--- config.mk ---
export PLATFORM = sky130hd
export DESIGN_NAME = block_fetch_2x2
export DESIGN_NICKNAME = d
export VERILOG_FILES = /design/src/rtl/block_fetch_2x2.sv
export SDC_FILE = /design/constraint.sdc
export NUM_CORES = 1
export LEC_CHECK = 0
export ABC_AREA = 1
export CAP_MARGIN = 0
export CORE_ASPECT_RATIO = 2
export CORE_MARGIN = 10
export CORE_UTILIZATION = 40
export CTS_CLUSTER_SIZE = 20
export DETAILED_ROUTE_END_ITERATION = 12
export GPL_TIMING_DRIVEN = 0
export PLACE_DENSITY = 0.62
export SETUP_SLACK_MARGIN = 0.02
export SYNTH_ARGS = -nofsm -noshare
export SYNTH_HDL_FRONTEND = slang
export SYNTH_SLANG_ARGS = --single-unit
export TNS_END_PERCENT = 50
--- constraint.sdc ---
create_clock -name clk -period 7.6 [get_ports clk]
set_clock_uncertainty 0.15 [all_clocks]
set_input_delay 1.9 -clock clk [delete_from_list [all_inputs] [get_ports clk]]
set_output_delay 1.9 -clock clk [all_outputs]
set_load 0.01 [all_outputs]
--- src/rtl/block_fetch_2x2.sv ---
// block_fetch_2x2: walks a source frame in 2x2 tiles, reading four pixels
// per tile from a 1-cycle-latency memory and presenting them on a valid/ready port.
module block_fetch_2x2 #(
  parameter int IMG_WIDTH_IN  = 160,
  parameter int IMG_HEIGHT_IN = 120
) (
  input  logic        clk,
  input  logic        rst_n,
  input  logic        start,
  output logic [15:0] mem_addr,
  input  logic [7:0]  mem_rdata,
  output logic [7:0]  p0,
  output logic [7:0]  p1,
  output logic [7:0]  p2,
  output logic [7:0]  p3,
  output logic [12:0] blk_idx,
  output logic        out_valid,
  input  logic        out_ready,
  output logic        busy,
  output logic        done
);

  typedef enum logic [2:0] {
    IDLE,
    RD0,
    RD1,
    RD2,
    RD3,
    WAIT,
    OUT,
    FIN
  } state_t;

  localparam logic [15:0] W16      = 16'(IMG_WIDTH_IN);
  localparam logic [15:0] ROW_STEP = 16'(2 * IMG_WIDTH_IN);
  localparam logic [15:0] BX_LAST  = 16'(IMG_WIDTH_IN / 2 - 1);
  localparam logic [15:0] BY_LAST  = 16'(IMG_HEIGHT_IN / 2 - 1);

  state_t      state;
  state_t      state_nxt;
  logic [15:0] bx;
  logic [15:0] by;
  logic [15:0] row_base;
  logic [15:0] base;
  logic [15:0] addr_q;
  logic        xfer;
  logic        last_col;
  logic        last_row;

  assign xfer     = (state == OUT) && out_ready;
  assign last_col = (bx == BX_LAST);
  assign last_row = (by == BY_LAST);
  assign base     = row_base + bx + bx;

  assign out_valid = (state == OUT);
  assign busy      = (state != IDLE);
  assign done      = (state == FIN);

  always_ff @(posedge clk or negedge rst_n) begin
    if (!rst_n) begin
      state <= IDLE;
    end else begin
      state <= state_nxt;
    end
  end

  always_comb begin
    state_nxt = state;
    unique case (state)
      IDLE: if (start) state_nxt = RD0;
      RD0:  state_nxt = RD1;
      RD1:  state_nxt = RD2;
      RD2:  state_nxt = RD3;
      RD3:  state_nxt = WAIT;
      WAIT: state_nxt = OUT;
      OUT: begin
        if (xfer) begin
          state_nxt = (last_col && last_row) ? FIN : RD0;
        end
      end
      FIN:  state_nxt = IDLE;
      default: state_nxt = IDLE;
    endcase
  end

  // Address is driven only in read states; elsewhere it holds the last one.
  always_comb begin
    mem_addr = addr_q;
    unique case (state)
      RD0: mem_addr = base;
      RD1: mem_addr = base + 16'd1;
      RD2: mem_addr = base + W16;
      RD3: mem_addr = base + W16 + 16'd1;
      default: mem_addr = addr_q;
    endcase
  end

  always_ff @(posedge clk or negedge rst_n) begin
    if (!rst_n) begin
      addr_q <= '0;
    end else begin
      addr_q <= mem_addr;
    end
  end

  always_ff @(posedge clk or negedge rst_n) begin
    if (!rst_n) begin
      bx       <= '0;
      by       <= '0;
      row_base <= '0;
      blk_idx  <= '0;
    end else if (state == IDLE && start) begin
      bx       <= '0;
      by       <= '0;
      row_base <= '0;
      blk_idx  <= '0;
    end else if (xfer) begin
      blk_idx <= blk_idx + 13'd1;
      if (!last_col) begin
        bx <= bx + 16'd1;
      end else if (!last_row) begin
        bx       <= '0;
        by       <= by + 16'd1;
        row_base <= row_base + ROW_STEP;
      end
    end
  end

  // Read data trails its address by one cycle.
  always_ff @(posedge clk or negedge rst_n) begin
    if (!rst_n) begin
      p0 <= '0;
      p1 <= '0;
      p2 <= '0;
      p3 <= '0;
    end else begin
      unique case (state)
        RD1:  p0 <= mem_rdata;
        RD2:  p1 <= mem_rdata;
        RD3:  p2 <= mem_rdata;
        WAIT: p3 <= mem_rdata;
        default: ;
      endcase
    end
  end

endmodule

==> results of run 1 <==
-- cell usage in the layout (no fill, tap or decap), drive strengths merged, types with 5 or more instances in the layout --
| master | instances |
|---|---|
| a21oi | 29 |
| nor2 | 63 |
| o21ai | 71 |
| ha | 15 |
| clkbuf | 26 |
| nand2 | 208 |
| nand4 | 17 |
| buf | 13 |
| inv | 97 |
| xnor2 | 7 |
| o211ai | 5 |
| nand3 | 48 |
| o31ai | 18 |
| dfrtp | 106 |
| nor4 | 12 |
| nor3 | 18 |
| clkdlybuf4s50 | 74 |
| xor2 | 14 |
-- sequential cells by signal, indices dropped and copies added, names as in the netlist --
signal / flops
addr_q: 16
bx: 16
by: 16
blk_idx: 13
row_base: 10
p0: 8
p1: 8
p2: 8
p3: 8
state: 3
-- report_power, final --
group	internal, mW	switching [mW]
Clock	0.277	0.224
Sequential	0.742	0.118
Combinational	0.518	0.712
Total	1.54	1.05
-- cell families after synthesis --
family,count (synthesis),share of synthesized area
xor gates and xnor gates,21,0.0311
adders and majority gates,15,0.0318
buffers and inverters,123,0.0838
AOI/OAI and AO/OA,134,0.127
DFF,106,0.449
and+or+nand+nor,374,0.278
-- worst reg2reg max path, stage by stage (launching register included) --
cell	delay [ns]
dfrtp_1	0.45
ha_1	0.37
nand2_1	0.17
nand2_1	0.09
nand2_1	0.08
nand2_1	0.07
inv_1	0.07
nand2_1	0.06
nor2_1	0.25
nand2_1	0.09
nor2_1	0.22
nand4_1	0.12
nand3_1	0.10
o211ai_1	0.13
-- layout make-up --
| type | instances | area [um^2] |
|---|---|---|
| clock inverter | 4 | 56.3 |
| clock buffer | 12 | 256 |
| timing repair buffer | 76 | 779 |
| multi-input combinational | 544 | 2760 |
| sequential | 106 | 2650 |
| inverter | 98 | 369 |
| fill | 1449 | 7190 |
| tap | 192 | 240 |
| buffer | 25 | 126 |
-- metal layers --
layer / GRT usage / vias to the layer above
met5: 0 / -
met3: 0.0245 / 31
met4: 0.0817 / 0
li1: - / 2717
met2: 0.319 / 83
met1: 0.163 / 2513
-- worst min path at each step --
stage | cells after the start | endpoint | start | slack, ns
2_1_floorplan | 2 | row_base[13] | row_base[13] | 0.33
3_3_place_gp | 2 | addr_q[0] | addr_q[0] | 0.31
3_5_place_dp | 2 | addr_q[0] | addr_q[0] | 0.31
4_1_cts | 2 | addr_q[0] | addr_q[0] | 0.33
5_1_grt | 2 | p1[6] | p1[6] | 0.35
6_report | 2 | addr_q[0] | addr_q[0] | 0.33
-- synthesized netlist by cell type, drive strengths merged --
library cell,n
nand3,48
a311oi,1
o21bai,1
o211ai,5
xnor2,7
a21oi,29
dfrtp,106
nor3,18
o21ai,71
xor2,14
o21a,1
nor4,12
nand2,208
nand3b,4
buf,11
ha,15
a31oi,3
a41oi,1
inv,95
nand4,17
a21boi,1
and2,3
o31ai,18
clkbuf,14
clkinv,3
nor2,63
or2,1
o22ai,3
==> impl_metrics.py, run 1 <==
metrics = {
    "global_routing": {
        "overflow": 0,
        "antenna_found_initial": 0,
        "grt_pass1_vias": 5321,
        "grt_usage": 0.164,
        "grt_max_degree": 84,
        "grt_first_pass_wirelength_mm": 26.6,
    },
    "place": {
        "placed_cells": 1041,
        "hpwl_mm": 12.9,
        "place_area_um2": 6930,
        "io_buffers": 75,
        "preCtsSetupSlack_ns": 2.73,
        "routabilityCongestion": 0.871,
    },
    "worst_setup_path": {
        "required_ns": 5.55,
        "crit_path_end": "mem_addr[14]",
        "crit_start": "bx[6]",
        "crit_path_cell_trace": "ha_1 -> nand2_1 -> nand2_1 -> nand2_1 -> nand2_1 -> inv_1 -> nand2_1 -> nor2_1 -> nand2_1 -> nor2_1 -> nand3_1 -> nand2_1 -> nand3_1 -> o211ai_1 -> clkdlybuf4s50_1",
        "r2r-start": "bx[6]",
        "path_class": "reg -> out",
        "critPathLaunchType": "register",
        "cp_max_fo": 5,
        "cp.depth": 15,
        "crit_path_frequent_cell": "nand2_1",
        "critPathTopFamily": "simple AND/OR/NAND/NOR gates",
        "cp_num_buf_inv": 2,
        "cp.arrival_ns": 3.23,
        "critical-path-max-stage-delay_ns": 0.59,
        "critPathSlowestCell": "clkdlybuf4s50_1",
        "reg2reg_slack_ns": 5.04,
        "endpoint_kind": "primary output",
        "r2r_cells": 13,
        "timing.rr.end": "addr_q[14]",
    },
    "floorplan": {
        "core_um2": 14400,
        "io_pins": 76,
        "num_rows": 62,
        "initial_core_util": 0.410,
        "die_y_um": 192,
        "die_area_um2": 20300,
        "die_w_um": 106,
    },
    "power_and_ir_drop": {
        "power.density_nw_per_um2": 358,
        "power.total_mw": 2.59,
        "vdd_drop_max_mv": 0.133,
        "leakage_nw": 3.33,
    },
    "synth": {
        "synth_top_area_cell": "dfrtp_1",
        "ys_ff_latch": 106,
        "yosys_warnings": 0,
        "synth.distinct_cells": 40,
        "synthesis.area_um2": 5910,
        "syn_avg_cell_area_um2": 7.65,
        "synth_nets": 800,
        "synth_area_leaders": "dfrtp_1 (45%), nand2_1 (13%), inv_1 (5.8%), o21ai_0 (5.3%), nand3_1 (4.0%)",
        "ys_seq_area_frac": 0.449,
        "synth_top_area_frac": 0.449,
        "netlist_instances": 773,
    },
    "timing": {
        "layout_min_cycle_time_ns": 5.28,
        "tns_ns": 0,
        "maxSlewHeadroom": 0.585,
        "hold_viol_final": 0,
        "min_period_over_period": 0.695,
        "rsz0062_at_grt": "no",
        "setup_viol": 0,
        "worst_slew_pin_slew_ns": 0.616,
        "whs_ns": 0.326,
        "fmax_mhz": 189,
        "setup_ws_ns": 2.32,
        "drv_slew": 0,
    },
    "clock_network": {
        "clock_sinks": 106,
        "cts_made_buffers": 9,
        "cts.path.max_buffers": 2,
        "clock_latency_ns": 0.36,
        "holdBufCountCts": 0,
        "cts_setup_buffers": 0,
        "cts_resized": 0,
        "clk_pin_slew_worst_paths_ns": 0.07,
        "cts_htree_levels": 3,
        "tritoncts": "done",
        "cts-root-buf": "clkbuf_16",
    },
    "drt": {
        "top_layer": "met4",
        "wl_met3_um": 471,
        "viasPerCell": 5.06,
        "final_antenna_net_count": 0,
        "wl_met1_mm": 6.22,
        "dr_wl_met2_mm": 9.41,
        "drc": 0,
        "routed_wl_mm": 16.6,
        "drt_iter0_drc": 256,
        "post_drt_wl_per_cell_um": 15.7,
        "vias": 5344,
        "first_pass_iters": 5,
    },
    "min_path": {
        "hold_class": "reg -> reg",
    },
    "cells_and_area": {
        "instances_no_fill": 1057,
        "final_core_util": 0.502,
        "areaGrowthSynthToFinish_pct": 22.5,
        "final_cell_area_um2": 7240,
        "nNetsFinal": 887,
        "antenna_cells": 0,
        "drive_gt1_frac": 0.0532,
    },
    "flow_run": {
        "drv_cap": 0,
    },
    "status": {
        "status": "finished clean",
    },
}
(Power assumes the default switching activity.)
==> inputs of run 2 (changes only) <==
Clock period 7.6 ns to 4.9 ns, I/O delays scaled along.
==> run 2 against run 1 <==
  * Core utilization about the same
  * Via count decreased by 0.30%
  * Non-clock buffer count unchanged
  * Die area unchanged
  * Total power grew 55%
  * Sequential power is 55% higher
  * Critical path type unchanged
  * Critical endpoint unchanged
==> impl_metrics.py, run 2 (synthesis gave the netlist of run 1 again) <==
metrics = {
    "drt": {
        "viasPerCell": 5.04,
        "routed_wl_mm": 16.6,
        "drc": 0,
        "final_antenna_net_count": 0,
        "vias": 5328,
        "first_pass_iters": 5,
        "post_drt_wl_per_cell_um": 15.7,
        "drt_iter0_drc": 252,
    },
    "place": {
        "hpwl_mm": 12.9,
        "routabilityCongestion": 0.871,
        "io_buffers": 75,
    },
    "clock_network": {
        "clk_pin_slew_worst_paths_ns": 0.07,
        "cts_setup_buffers": 0,
        "clock_sinks": 106,
        "cts.path.max_buffers": 2,
        "cts_resized": 0,
        "cts_made_buffers": 9,
        "clock_latency_ns": 0.36,
        "tritoncts": "done",
        "cts_htree_levels": 3,
        "cts-root-buf": "clkbuf_16",
        "holdBufCountCts": 0,
    },
    "worst_setup_path": {
        "critPathLaunchType": "register",
        "crit_start": "bx[6]",
        "r2r-start": "row_base[7]",
        "path_class": "reg -> out",
        "reg2reg_slack_ns": 2.43,
        "cp.arrival_ns": 3.14,
        "endpoint_kind": "primary output",
        "cp_max_fo": 5,
        "required_ns": 3.52,
    },
    "global_routing": {
        "overflow": 0,
        "grt_first_pass_wirelength_mm": 26.6,
        "grt_pass1_vias": 5321,
        "grt_usage": 0.164,
        "antenna_found_initial": 0,
        "grt_max_degree": 84,
    },
    "timing": {
        "layout_min_cycle_time_ns": 4.52,
        "rsz0062_at_grt": "no",
        "worst_slew_pin_slew_ns": 0.627,
        "min_period_over_period": 0.922,
        "drv_slew": 0,
        "hold_viol_final": 0,
        "maxSlewHeadroom": 0.578,
        "setup_viol": 0,
        "fmax_mhz": 221,
        "tns_ns": 0,
    },
    "power_and_ir_drop": {
        "vdd_drop_max_mv": 0.206,
        "leakage_nw": 3.33,
        "power.density_nw_per_um2": 555,
        "p_sw_mw": 1.63,
        "combPwrFrac": 0.475,
        "p_clk_frac": 0.193,
        "power.share.switching": 0.407,
        "seq_power_share": 0.332,
        "p_int_mw": 2.38,
        "power.total_mw": 4.02,
    },
    "floorplan": {
        "die_area_um2": 20300,
        "die_y_um": 192,
        "io_pins": 76,
        "initial_core_util": 0.410,
        "die_w_um": 106,
        "core_um2": 14400,
        "num_rows": 62,
    },
    "min_path": {
        "hold_class": "reg -> reg",
        "hold_start": "addr_q[0]",
    },
    "status": {
        "status": "finished clean",
    },
    "cells_and_area": {
        "top_regs": "addr_q: 16 flops, bx: 16 flops, by: 16 flops",
        "fillCellCount": 1451,
        "nNetsFinal": 887,
        "areaGrowthSynthToFinish_pct": 22.6,
        "layout_common_cells": "nand2_1 (202), dfrtp_1 (106), inv_1 (92), clkdlybuf4s50_1 (74), o21ai_0 (63)",
        "antenna_cells": 0,
        "layout_commonest_cell": "nand2_1",
        "drive_gt1_frac": 0.0543,
    },
    "flow_run": {
        "drv_cap": 0,
    },
}
-- run 2: cell types whose count changed in the layout (fill, tap and decap cells not counted) --
cell	before	now
nor2_1	59	58
nor2_2	4	5
-- run 2: per-stage QoR --
step	setup slack, ns	cell area, um^2	utilization	instances	hold WS, ns
floorplan	1.63	5910	-	773	0.327
global placement	-1.96	6900	0.478	1040	0.308
detailed placement	0.703	6930	0.480	1041	0.313
CTS	0.300	7240	0.502	1057	0.332
global route	0.0855	7250	0.502	1057	0.354
finish	0.385	7250	0.502	1057	0.326
-- run 2: cell type report --
| class | instances | area (um^2) | share of cell area |
|---|---|---|---|
| tap | 192 | 240 | 0.0332 |
| sequential | 106 | 2650 | 0.366 |
| multi-input combinational | 544 | 2770 | 0.382 |
| inverter | 98 | 369 | 0.0509 |
| buffer | 25 | 126 | 0.0174 |
| timing repair buffer | 76 | 779 | 0.108 |
| clock buffer | 12 | 256 | 0.0354 |
| clock inverter | 4 | 56.3 | 0.00777 |
-- run 2: per-layer routing --
layer	GRT usage	share of wire
met1	0.163	0.37
met2	0.319	0.57
met4	0.0817	0.030
met5	0	0
met3	0.0245	0.028
-- run 2: worst max-delay path, stage by stage (launching register included) --
cell	delay (ns)
dfrtp_1	0.45
ha_1	0.37
nand2_1	0.17
nand2_1	0.09
nand2_1	0.08
nand2_1	0.07
inv_1	0.07
nand2_1	0.07
nor2_2	0.17
nand2_1	0.07
nor2_1	0.22
nand3_1	0.11
nand2_1	0.07
nand3_1	0.06
o211ai_1	0.13
clkdlybuf4s50_1	0.59
-- run 2: final timing paths --
path | end | depth (start not counted)
hold / removal | addr_q[0] | 2
hold reg to reg | addr_q[0] | 2
max in group asynchronous | state[2] | 2
setup / recovery | mem_addr[14] | 15
min in group asynchronous | bx[0] | 1
setup reg to reg | addr_q[13] | 14
-- run 2: power by group through the flow --
| stage | logic (mW) | registers (mW) | clock network, mW |
|---|---|---|---|
| global placement | 1.92 | 1.34 | 0 |
| floorplan | 0.993 | 1.37 | 0 |
| finish | 1.91 | 1.33 | 0.775 |
| CTS | 1.95 | 1.33 | 0.792 |
| detailed placement | 1.94 | 1.35 | 0 |
| global route | 2.13 | 1.37 | 0.820 |
